## src/rtl/uart_rx_if.sv

```systemverilog
// uart_rx_if: serial-side inputs and parallel-side outputs of uart_rx.
//   slave  modport: the receiver itself.
//   master modport: whoever drives the line and consumes the results.
// Handshake: there is no ready; data_valid, par_err and stp_err are
// one-cycle strobes and the consumer must take P_DATA in the cycle
// data_valid is high (P_DATA then holds until the next good frame).
// state is a debug view of the receiver FSM:
//   0 IDLE, 1 START, 2 DATA, 3 PARITY, 4 STOP.
interface uart_rx_if #(
   parameter int DATA_WIDTH = 8
);
   logic                  RX_IN;
   logic [5:0]            Prescale;
   logic                  parity_enable;
   logic                  parity_type;
   logic [DATA_WIDTH-1:0] P_DATA;
   logic                  data_valid;
   logic                  par_err;
   logic                  stp_err;
   logic                  busy;
   logic [2:0]            state;

   modport slave (
      input  RX_IN, Prescale, parity_enable, parity_type,
      output P_DATA, data_valid, par_err, stp_err, busy, state
   );

   modport master (
      output RX_IN, Prescale, parity_enable, parity_type,
      input  P_DATA, data_valid, par_err, stp_err, busy, state
   );
endinterface

```

## src/rtl/uart_rx.sv

```systemverilog
// uart_rx: oversampling asynchronous serial receiver (start, LSB-first data,
// optional parity, one stop bit). Prescale and parity settings are latched
// when the start edge is seen, so mid-frame changes are ignored.
// Optional build macro UART_RX_MAJORITY_EN: each bit is the 2-of-3 majority
// of the samples at P/2-1, P/2, P/2+1 (resolved at P/2+2); without it a
// single sample at P/2 is used. Frame and strobe timing match in both builds.
module uart_rx #(
   parameter int DATA_WIDTH = 8
) (
   input  logic     CLK,
   input  logic     RST,
   uart_rx_if.slave rx
);

   localparam int BCW = (DATA_WIDTH > 1) ? $clog2(DATA_WIDTH) : 1;

   typedef enum logic [2:0] {
      S_IDLE   = 3'd0,
      S_START  = 3'd1,
      S_DATA   = 3'd2,
      S_PARITY = 3'd3,
      S_STOP   = 3'd4
   } state_t;

   state_t                state_q;
   logic [5:0]            edge_cnt_q;
   logic [BCW-1:0]        bit_cnt_q;
   logic [DATA_WIDTH-1:0] shift_q;
   logic [DATA_WIDTH-1:0] p_data_q;
   logic                  data_valid_q;
   logic                  par_err_q;
   logic                  stp_err_q;
   logic                  busy_q;
   logic [5:0]            prescale_q;
   logic                  par_en_q;
   logic                  par_type_q;
   logic                  bit_q;       // resolved value of the current bit
   logic                  par_bad_q;   // parity mismatch seen, reported at stop
`ifdef UART_RX_MAJORITY_EN
   logic [2:0]            samp_q;
`endif

   logic [5:0] half_cnt;
   logic [5:0] last_cnt;
   logic       last_edge;

   assign half_cnt  = {1'b0, prescale_q[5:1]};
   assign last_cnt  = prescale_q - 6'd1;
   assign last_edge = (edge_cnt_q == last_cnt);

   // Frame FSM with bit sampling, counters and registered strobes.
   always_ff @(posedge CLK or posedge RST) begin
      if (RST) begin
         state_q      <= S_IDLE;
         edge_cnt_q   <= '0;
         bit_cnt_q    <= '0;
         shift_q      <= '0;
         p_data_q     <= '0;
         data_valid_q <= 1'b0;
         par_err_q    <= 1'b0;
         stp_err_q    <= 1'b0;
         busy_q       <= 1'b0;
         prescale_q   <= '0;
         par_en_q     <= 1'b0;
         par_type_q   <= 1'b0;
         bit_q        <= 1'b0;
         par_bad_q    <= 1'b0;
`ifdef UART_RX_MAJORITY_EN
         samp_q       <= '0;
`endif
      end else begin
         data_valid_q <= 1'b0;
         par_err_q    <= 1'b0;
         stp_err_q    <= 1'b0;

         if (state_q != S_IDLE) begin
            busy_q     <= 1'b1;
            edge_cnt_q <= last_edge ? 6'd0 : edge_cnt_q + 6'd1;
`ifdef UART_RX_MAJORITY_EN
            if (edge_cnt_q == half_cnt - 6'd1 || edge_cnt_q == half_cnt ||
                edge_cnt_q == half_cnt + 6'd1)
               samp_q <= {samp_q[1:0], rx.RX_IN};
            if (edge_cnt_q == half_cnt + 6'd2)
               bit_q <= (samp_q[0] & samp_q[1]) | (samp_q[0] & samp_q[2]) |
                        (samp_q[1] & samp_q[2]);
`else
            if (edge_cnt_q == half_cnt)
               bit_q <= rx.RX_IN;
`endif
         end

         case (state_q)
            S_IDLE: begin
               // busy stays high one extra cycle after the stop bit, and
               // rises at the very edge that sees the start bit.
               busy_q     <= ~rx.RX_IN;
               edge_cnt_q <= '0;
               bit_cnt_q  <= '0;
               if (!rx.RX_IN) begin
                  state_q    <= S_START;
                  edge_cnt_q <= 6'd1;
                  prescale_q <= rx.Prescale;
                  par_en_q   <= rx.parity_enable;
                  par_type_q <= rx.parity_type;
                  par_bad_q  <= 1'b0;
               end
            end
            S_START: begin
               if (last_edge)
                  state_q <= bit_q ? S_IDLE : S_DATA;
            end
            S_DATA: begin
               if (last_edge) begin
                  shift_q <= {bit_q, shift_q[DATA_WIDTH-1:1]};
                  if (bit_cnt_q == BCW'(DATA_WIDTH - 1)) begin
                     bit_cnt_q <= '0;
                     state_q   <= par_en_q ? S_PARITY : S_STOP;
                  end else begin
                     bit_cnt_q <= bit_cnt_q + 1'b1;
                  end
               end
            end
            S_PARITY: begin
               if (last_edge) begin
                  par_bad_q <= (bit_q != ((^shift_q) ^ par_type_q));
                  state_q   <= S_STOP;
               end
            end
            S_STOP: begin
               if (last_edge) begin
                  state_q <= S_IDLE;
                  if (!bit_q)
                     stp_err_q <= 1'b1;
                  if (par_bad_q)
                     par_err_q <= 1'b1;
                  if (bit_q && !par_bad_q) begin
                     p_data_q     <= shift_q;
                     data_valid_q <= 1'b1;
                  end
               end
            end
            default: state_q <= S_IDLE;
         endcase
      end
   end

   assign rx.P_DATA     = p_data_q;
   assign rx.data_valid = data_valid_q;
   assign rx.par_err    = par_err_q;
   assign rx.stp_err    = stp_err_q;
   assign rx.busy       = busy_q;
   assign rx.state      = state_q;

endmodule
```

## src/flat_wrapper.sv

```systemverilog
// flat-port wrapper written by rule: the top's interface ports become plain ports
module uart_rx_flat 
#(
   parameter int DATA_WIDTH = 8
)
  (CLK, RST, rx_RX_IN, rx_Prescale, rx_parity_enable, rx_parity_type, rx_P_DATA, rx_data_valid, rx_par_err, rx_stp_err, rx_busy, rx_state);
  uart_rx_if #(.DATA_WIDTH(DATA_WIDTH)) rx_i ();
  input  logic CLK;
  input  logic RST;
  input wire logic [$bits(rx_i.RX_IN)-1:0] rx_RX_IN;
  input wire logic [$bits(rx_i.Prescale)-1:0] rx_Prescale;
  input wire logic [$bits(rx_i.parity_enable)-1:0] rx_parity_enable;
  input wire logic [$bits(rx_i.parity_type)-1:0] rx_parity_type;
  output wire logic [$bits(rx_i.P_DATA)-1:0] rx_P_DATA;
  output wire logic [$bits(rx_i.data_valid)-1:0] rx_data_valid;
  output wire logic [$bits(rx_i.par_err)-1:0] rx_par_err;
  output wire logic [$bits(rx_i.stp_err)-1:0] rx_stp_err;
  output wire logic [$bits(rx_i.busy)-1:0] rx_busy;
  output wire logic [$bits(rx_i.state)-1:0] rx_state;
  assign rx_i.RX_IN = rx_RX_IN;
  assign rx_i.Prescale = rx_Prescale;
  assign rx_i.parity_enable = rx_parity_enable;
  assign rx_i.parity_type = rx_parity_type;
  assign rx_P_DATA = rx_i.P_DATA;
  assign rx_data_valid = rx_i.data_valid;
  assign rx_par_err = rx_i.par_err;
  assign rx_stp_err = rx_i.stp_err;
  assign rx_busy = rx_i.busy;
  assign rx_state = rx_i.state;
  uart_rx #(.DATA_WIDTH(DATA_WIDTH)) u_core (.CLK(CLK), .RST(RST), .rx(rx_i));
endmodule
```

## config.mk

```make
export PLATFORM = sky130hd
export DESIGN_NAME = uart_rx_flat
export DESIGN_NICKNAME = d
export VERILOG_FILES = /design/src/rtl/uart_rx_if.sv /design/src/rtl/uart_rx.sv /design/src/flat_wrapper.sv
export SDC_FILE = /design/constraint.sdc
export NUM_CORES = 1
export LEC_CHECK = 0
export BUFFER_PORTS_ARGS = -buffer_cell sky130_fd_sc_hd__buf_2
export CORE_MARGIN = 2
export CORE_UTILIZATION = 52
export DETAILED_ROUTE_END_ITERATION = 8
export MAX_ROUTING_LAYER = met4
export PLACE_DENSITY = 0.75
export SLEW_MARGIN = 20
export SYNTH_ARGS = -nofsm -noshare
export SYNTH_HDL_FRONTEND = slang
export SYNTH_SLANG_ARGS = --single-unit
```

## constraint.sdc

```tcl
create_clock -name CLK -period 2.4 [get_ports CLK]
set_input_delay 0.24 -clock CLK [delete_from_list [all_inputs] [get_ports CLK]]
set_output_delay 0.24 -clock CLK [all_outputs]
set_load 0.1 [all_outputs]
```

==> results.ini, run 1 <==
[run_status]
status=finished, final reports clean

[timing]
setup_viol=0
max_freq_mhz=434
fin_crit_ns=2.30
max_slew_margin_pct=62.6
rsz0062_at_grt=false
clock-skew-final_ns=0.00800
finalMaxSlewViolations=0
hold_viol=0
final.setup.tns_ns=0
holdWs_ns=0.0718
min_period_over_period_pct=96.0
worst_pin_slew_ns=0.556

[logic_synthesis]
netlist.area_leader.share_pct=48.7
ys_top_cells_by_area=dfrtp_1, mux2_2, mux2_4, xnor2_1, xor2_1
syn_inst=178
avgSynthCellArea_um2=12.1
ys_warn_count=0
ys_seq_area_share_pct=48.7
async_reset_ff_share_pct=100
synth_ff_type=dfrtp_1
synth.distinct_cells=41
synth_edf_count=0
syn_area_um2=2160
synth-seq-cells=42
synth.net_count=193
synth.largest_area_cell=dfrtp_1

[die]
die_w_um=68.4
die_area_um2=4680
start_util_pct=54.0
core-area_um2=4000
design.portCount=26
rows=23
dieHeight_um=68.4

[job]
drv_cap=0

[clock_network]
clockBufferDepth=2
tritoncts=built
htreeDepth=2
clk-insertion-delay-late_ns=0.29
cts_buffers=5
clock-sinks=42
ctsRootBufferMaster=clkbuf_8
cts.clk_slew.worst_paths_ns=0.08

[layout]
drive_gt1_share_pct=34.0
layoutNonFillerInstCount=259
n_antenna_cell=0
synthToLayoutAreaGrowth_pct=15.2
fin_nets=224
n_fill_cell=330
final_cell_mix=dfrtp_1, buf_2, mux2_2
final_common_cell=dfrtp_1

[critical_path]
path_class=register to register
cp_num_buf_inv=1
crit_chain=or3_4 -> or4_4 -> a32oi_4 -> buf_4 -> nand4_4 -> mux2_2
cp.required_ns=2.58
cp_slowest_cell=or4_4
cp_data_arrival_time_ns=2.48
cp-end-kind=register
cpLargestDelayFamily=simple AND/OR/NAND/NOR gates
start_kind=register
cpPeakStageDelay_ns=0.44
path_max_fanout=8

[pwr]
p_leak_nw=1.25
p_per_area_nw_per_um2=1120
peakVddDrop_mv=0.761

[drt]
vias_per_cell=5.47
dr.pass1.iters=6
wl_mm=4.11
detail-route-antenna-nets=0
post-route-drc-count=0
drt_iter0_drc=63
post_drt_wl_per_cell_um=15.9
via_count=1418

[place]
placed_cells=251
gp_congestion=0.806
dp_hpwl_mm=2.95
io_buffers=25

[global_route]
grt-ovfl-total=0
antenna_found_initial=0
grt_use_total_pct=20.5
grt_pass1_vias=1397
grt_start_max_net_pins=43
grt_pass1_wl_mm=6.85

[hold_path]
hp-class=input pin to async pin

[cell families (layout without fill, tap and decap cells)]
kind of cell	Yosys count	in the layout	share of synthesized area (%)
XOR/XNOR	24	24	10.4
flip-flops	42	42	48.7
adder cells (fa/ha/maj)	4	4	2.32
buffers and inverters	17	48	3.36
AND/OR/NAND/NOR	46	46	13.6
multiplexers	26	26	14.6
AO/OA/AOI/OAI	19	19	7.07
[cell type report]
type | count | area, um^2 | share of cell area (%)
well taps | 50 | 62.6 | 2.52
inverters | 9 | 33.8 | 1.36
multi-input cells | 119 | 1040 | 41.7
clock buffers | 6 | 82.6 | 3.32
repair buffers | 32 | 190 | 7.65
flip-flops and latches | 42 | 1050 | 42.3
clock inverters | 1 | 30.0 | 1.21
[flip-flops by register name (all words and copies together), names as in the netlist, 3 cells and up]
signal,cells
u_core.shift_q,8
u_core.prescale_q,6
u_core.rx.P_DATA,8
u_core.bit_cnt_q,3
u_core.rx.state,3
u_core.edge_cnt_q,6
[what timing repair did]
action | CTS | global route
hold buffers | 0 | 0
buffers inserted | 0 | 1
resized for setup | 0 | 1
endpoints found under the setup margin | 0 | 15
[routing by layer]
layer	GRT usage (%)	part of all wire, %
met1	28.8	48
met2	30.6	47
met3	4.93	4.6
met4	3.75	0.56
met5	-	0
[cell usage after synthesis (2+ instances only)]
library cell,count
nor2b_1,3
o2111ai_1,2
xnor2_1,12
nor3_1,7
nand3_1,3
nor2_1,4
mux2i_1,3
ha_1,4
a21oi_1,2
inv_1,9
nand2_1,13
dfrtp_1,42
o21ai_0,6
mux2_2,16
clkbuf_1,6
nand2b_1,3
mux2_4,7
xor2_1,11
and3_1,3
[worst paths after layout]
path	startpoint	endpoint	slack [ns]	depth (start not counted)
worst max-delay path	u_core.prescale_q[0]$_DFFE_PP0P_	u_core.rx.P_DATA[6]$_DFFE_PP0P_	0.1	6
worst min-delay path	RST	u_core.rx.P_DATA[1]$_DFFE_PP0P_	0.07	3
worst max register to register	u_core.prescale_q[0]$_DFFE_PP0P_	u_core.rx.P_DATA[6]$_DFFE_PP0P_	0.1	6
worst min register to register	u_core.rx.P_DATA[3]$_DFFE_PP0P_	u_core.rx.P_DATA[3]$_DFFE_PP0P_	0.51	1
max in group asynchronous	RST	u_core.edge_cnt_q[2]$_DFF_PP0_	1.98	3
min in group CLK	rx_Prescale[1]	u_core.prescale_q[1]$_DFFE_PP0P_	0.16	3
[worst reg2reg max path, cell delays in order, from the launching register on]
cell     delay (ns)
dfrtp_1        0.40
or3_4          0.41
or4_4          0.44
a32oi_4        0.24
buf_4          0.21
nand4_4        0.17
mux2_2         0.34
[power by group]
part	switching [mW]	internal, mW	total, mW
Sequential	0.223	0.852	1.07
Combinational	0.639	0.505	1.14
Clock	0.223	0.333	0.556
[through the flow]
stage	total power [mW]	utilization (%)	setup WS, ns	cell area, um^2
global route	2.95	62.2	0.0160	2490
global placement	2.17	58.8	0.114	2350
CTS	2.78	61.7	0.0548	2470
finish	2.77	62.2	0.0970	2490
detailed placement	2.21	58.8	0.0721	2350
floorplan	1.97	-	0.0825	2160
Power figures use the tool's default switching activity.
==> inputs of run 2 (changes only) <==
--- a/config.mk
+++ b/config.mk
@@ -7,10 +7,11 @@
 export LEC_CHECK = 0
 export BUFFER_PORTS_ARGS = -buffer_cell sky130_fd_sc_hd__buf_2
 export CORE_MARGIN = 2
-export CORE_UTILIZATION = 52
+export CORE_UTILIZATION = 60
+export CTS_BUF_LIST = sky130_fd_sc_hd__clkbuf_2 sky130_fd_sc_hd__clkbuf_4 sky130_fd_sc_hd__clkbuf_8
 export DETAILED_ROUTE_END_ITERATION = 8
 export MAX_ROUTING_LAYER = met4
-export PLACE_DENSITY = 0.75
+export PLACE_DENSITY = 0.82
 export SLEW_MARGIN = 20
 export SYNTH_ARGS = -nofsm -noshare
 export SYNTH_HDL_FRONTEND = slang
==> constraint.sdc (replaced) <==
create_clock -name CLK -period 2.83 [get_ports CLK]
set_input_delay 0.283 -clock CLK [delete_from_list [all_inputs] [get_ports CLK]]
set_output_delay 0.283 -clock CLK [all_outputs]
set_load 0.1 [all_outputs]
==> run 2 against run 1 <==
  * Hold slack improved by 0.015 ns
  * Combinational power decreased by 17%
  * Die area decreased by 13%
  * Register-to-register slack improved by 0.26 ns
  * Maximum frequency decreased by 6.7%
  * Clock power decreased by 31%
  * Critical path depth decreased by 1
  * Worst setup slack improved by 0.26 ns
  * Cell area decreased by 3.2%
  * Non-clock buffer count decreased by 4
  * Sequential share of layout area increased by 1.4 points
  * Total power decreased by 19%
  * Highest routed layer unchanged
==> results.ini, run 2 (synthesized netlist as in run 1, its figures left out) <==
[clock_network]
cts-resized-gates=0
cts-hold-fix-buffers=0
clockBufferDepth=2
post-cts-setup-buffers=0
cts_buffers=5
tritoncts=built
clk-insertion-delay-late_ns=0.35
clock-sinks=42
ctsRootBufferMaster=clkbuf_4
htreeDepth=2
cts.clk_slew.worst_paths_ns=0.12

[critical_path]
start_kind=register
path_max_fanout=11
cp_data_arrival_time_ns=2.71
cp.required_ns=3.07
path_class=register to register
cp-end-kind=register

[drt]
dr.pass1.iters=4
detail-route-antenna-nets=0
drt_iter0_drc=108
post-route-drc-count=0
post_drt_wl_per_cell_um=15.8
wl_mm=3.98
via_count=1407
vias_per_cell=5.58

[pwr]
p_leak_nw=1.22
peakVddDrop_mv=0.637
p_per_area_nw_per_um2=928
finalPower_mw=2.24

[layout]
final_cell_mix=dfrtp_1, buf_2, mux2_2
drive_gt1_share_pct=32.5
seq_area_um2=1050
n_fill_cell=256
layoutNonFillerInstCount=252
multi_input_area_um2=1040
synthToLayoutAreaGrowth_pct=11.5
fin_nets=220
finish.utilization_pct=71.1
final_common_cell=dfrtp_1
n_antenna_cell=0

[place]
dp_hpwl_mm=2.98
io_buffers=25
gp_congestion=0.872
placed_cells=244

[timing]
setup_viol=0
max_freq_mhz=405
final.setup.tns_ns=0
min_period_over_period_pct=87.2
finalMaxSlewViolations=0
clock-skew-final_ns=0.0133
max_slew_margin_pct=41.7
holdWs_ns=0.0873
worst_pin_slew_ns=0.873
rsz0062_at_grt=false
hold_viol=0
fin_crit_ns=2.47

[global_route]
grt_pass1_vias=1409
antenna_found_initial=0
grt_pass1_wl_mm=6.73
grt-ovfl-total=0
grt_use_total_pct=22.6
grt_start_max_net_pins=25

[run_status]
status=finished, final reports clean

[die]
rows=21
start_util_pct=63.7
design.portCount=26
die_w_um=64.0
core-area_um2=3390
die_area_um2=4100
dieHeight_um=64.0

[hold_path]
hp-class=input pin to async pin

[job]
drv_cap=0

-- run 2: cell types whose count changed in the layout (fill, tap and decap cells not counted) --
cell | previous run | this run
clkbuf_8 | 6 | 0
and2_1 | 0 | 1
buf_12 | 1 | 0
clkbuf_4 | 0 | 6
buf_4 | 6 | 3
clkinvlp_4 | 0 | 1
and2_2 | 1 | 0
-- run 2: critical path, stage by stage (launching register included) --
cell,delay (ns)
dfrtp_1,0.42
or3_4,0.41
or4_4,0.43
a32oi_4,0.38
nand4b_4,0.34
mux2_4,0.38
-- run 2: worst paths after layout --
kind                                                  start                              end  slack, ns  cells after the start
hold / removal                                          RST    u_core.par_type_q$_DFFE_PP0P_       0.09                      2
max in group asynchronous                               RST   u_core.rx.state[1]$_DFFE_PP0P_       1.96                      3
hold reg to reg             u_core.rx.P_DATA[5]$_DFFE_PP0P_  u_core.rx.P_DATA[5]$_DFFE_PP0P_       0.51                      1
setup / recovery           u_core.prescale_q[0]$_DFFE_PP0P_    u_core.shift_q[4]$_DFFE_PP0P_       0.36                      5
min in group CLK                                   rx_RX_IN         u_core.rx.busy$_DFF_PP0_       0.14                      2
setup reg to reg           u_core.prescale_q[0]$_DFFE_PP0P_    u_core.shift_q[4]$_DFFE_PP0P_       0.36                      5
-- run 2: area by class of cell --
| class | count | area share, % |
|---|---|---|
| Clock buffer | 6 | 1.87 |
| Clock inverter | 2 | 1.56 |
| Inverter | 9 | 1.40 |
| Multi-Input combinational cell | 119 | 43.0 |
| Sequential cell | 42 | 43.6 |
| Tap cell | 46 | 2.39 |
| Timing Repair Buffer | 28 | 6.13 |
-- run 2: through the flow --
stage / setup slack [ns] / instance area, um^2
final: 0.362 / 2410
after global routing: 0.262 / 2410
after CTS: 0.369 / 2410
after global placement: 0.422 / 2330
after detailed placement: 0.378 / 2330
after floorplan: 0.513 / 2160
-- run 2: per-layer routing --
| metal | track usage, % | routed length (um) | up-vias |
|---|---|---|---|
| li1 | - | - | 681 |
| met1 | 31.5 | 1920 | 687 |
| met2 | 32.7 | 1830 | 33 |
| met3 | 5.11 | 176 | 6 |
| met4 | 7.88 | 59 | 0 |
| met5 | - | 0 | - |
-- run 2: power breakdown --
group          internal (mW)  total [mW]  switching (mW)
combinational          0.405       0.943           0.538
sequential             0.721       0.909           0.187
clock                  0.196       0.385           0.189
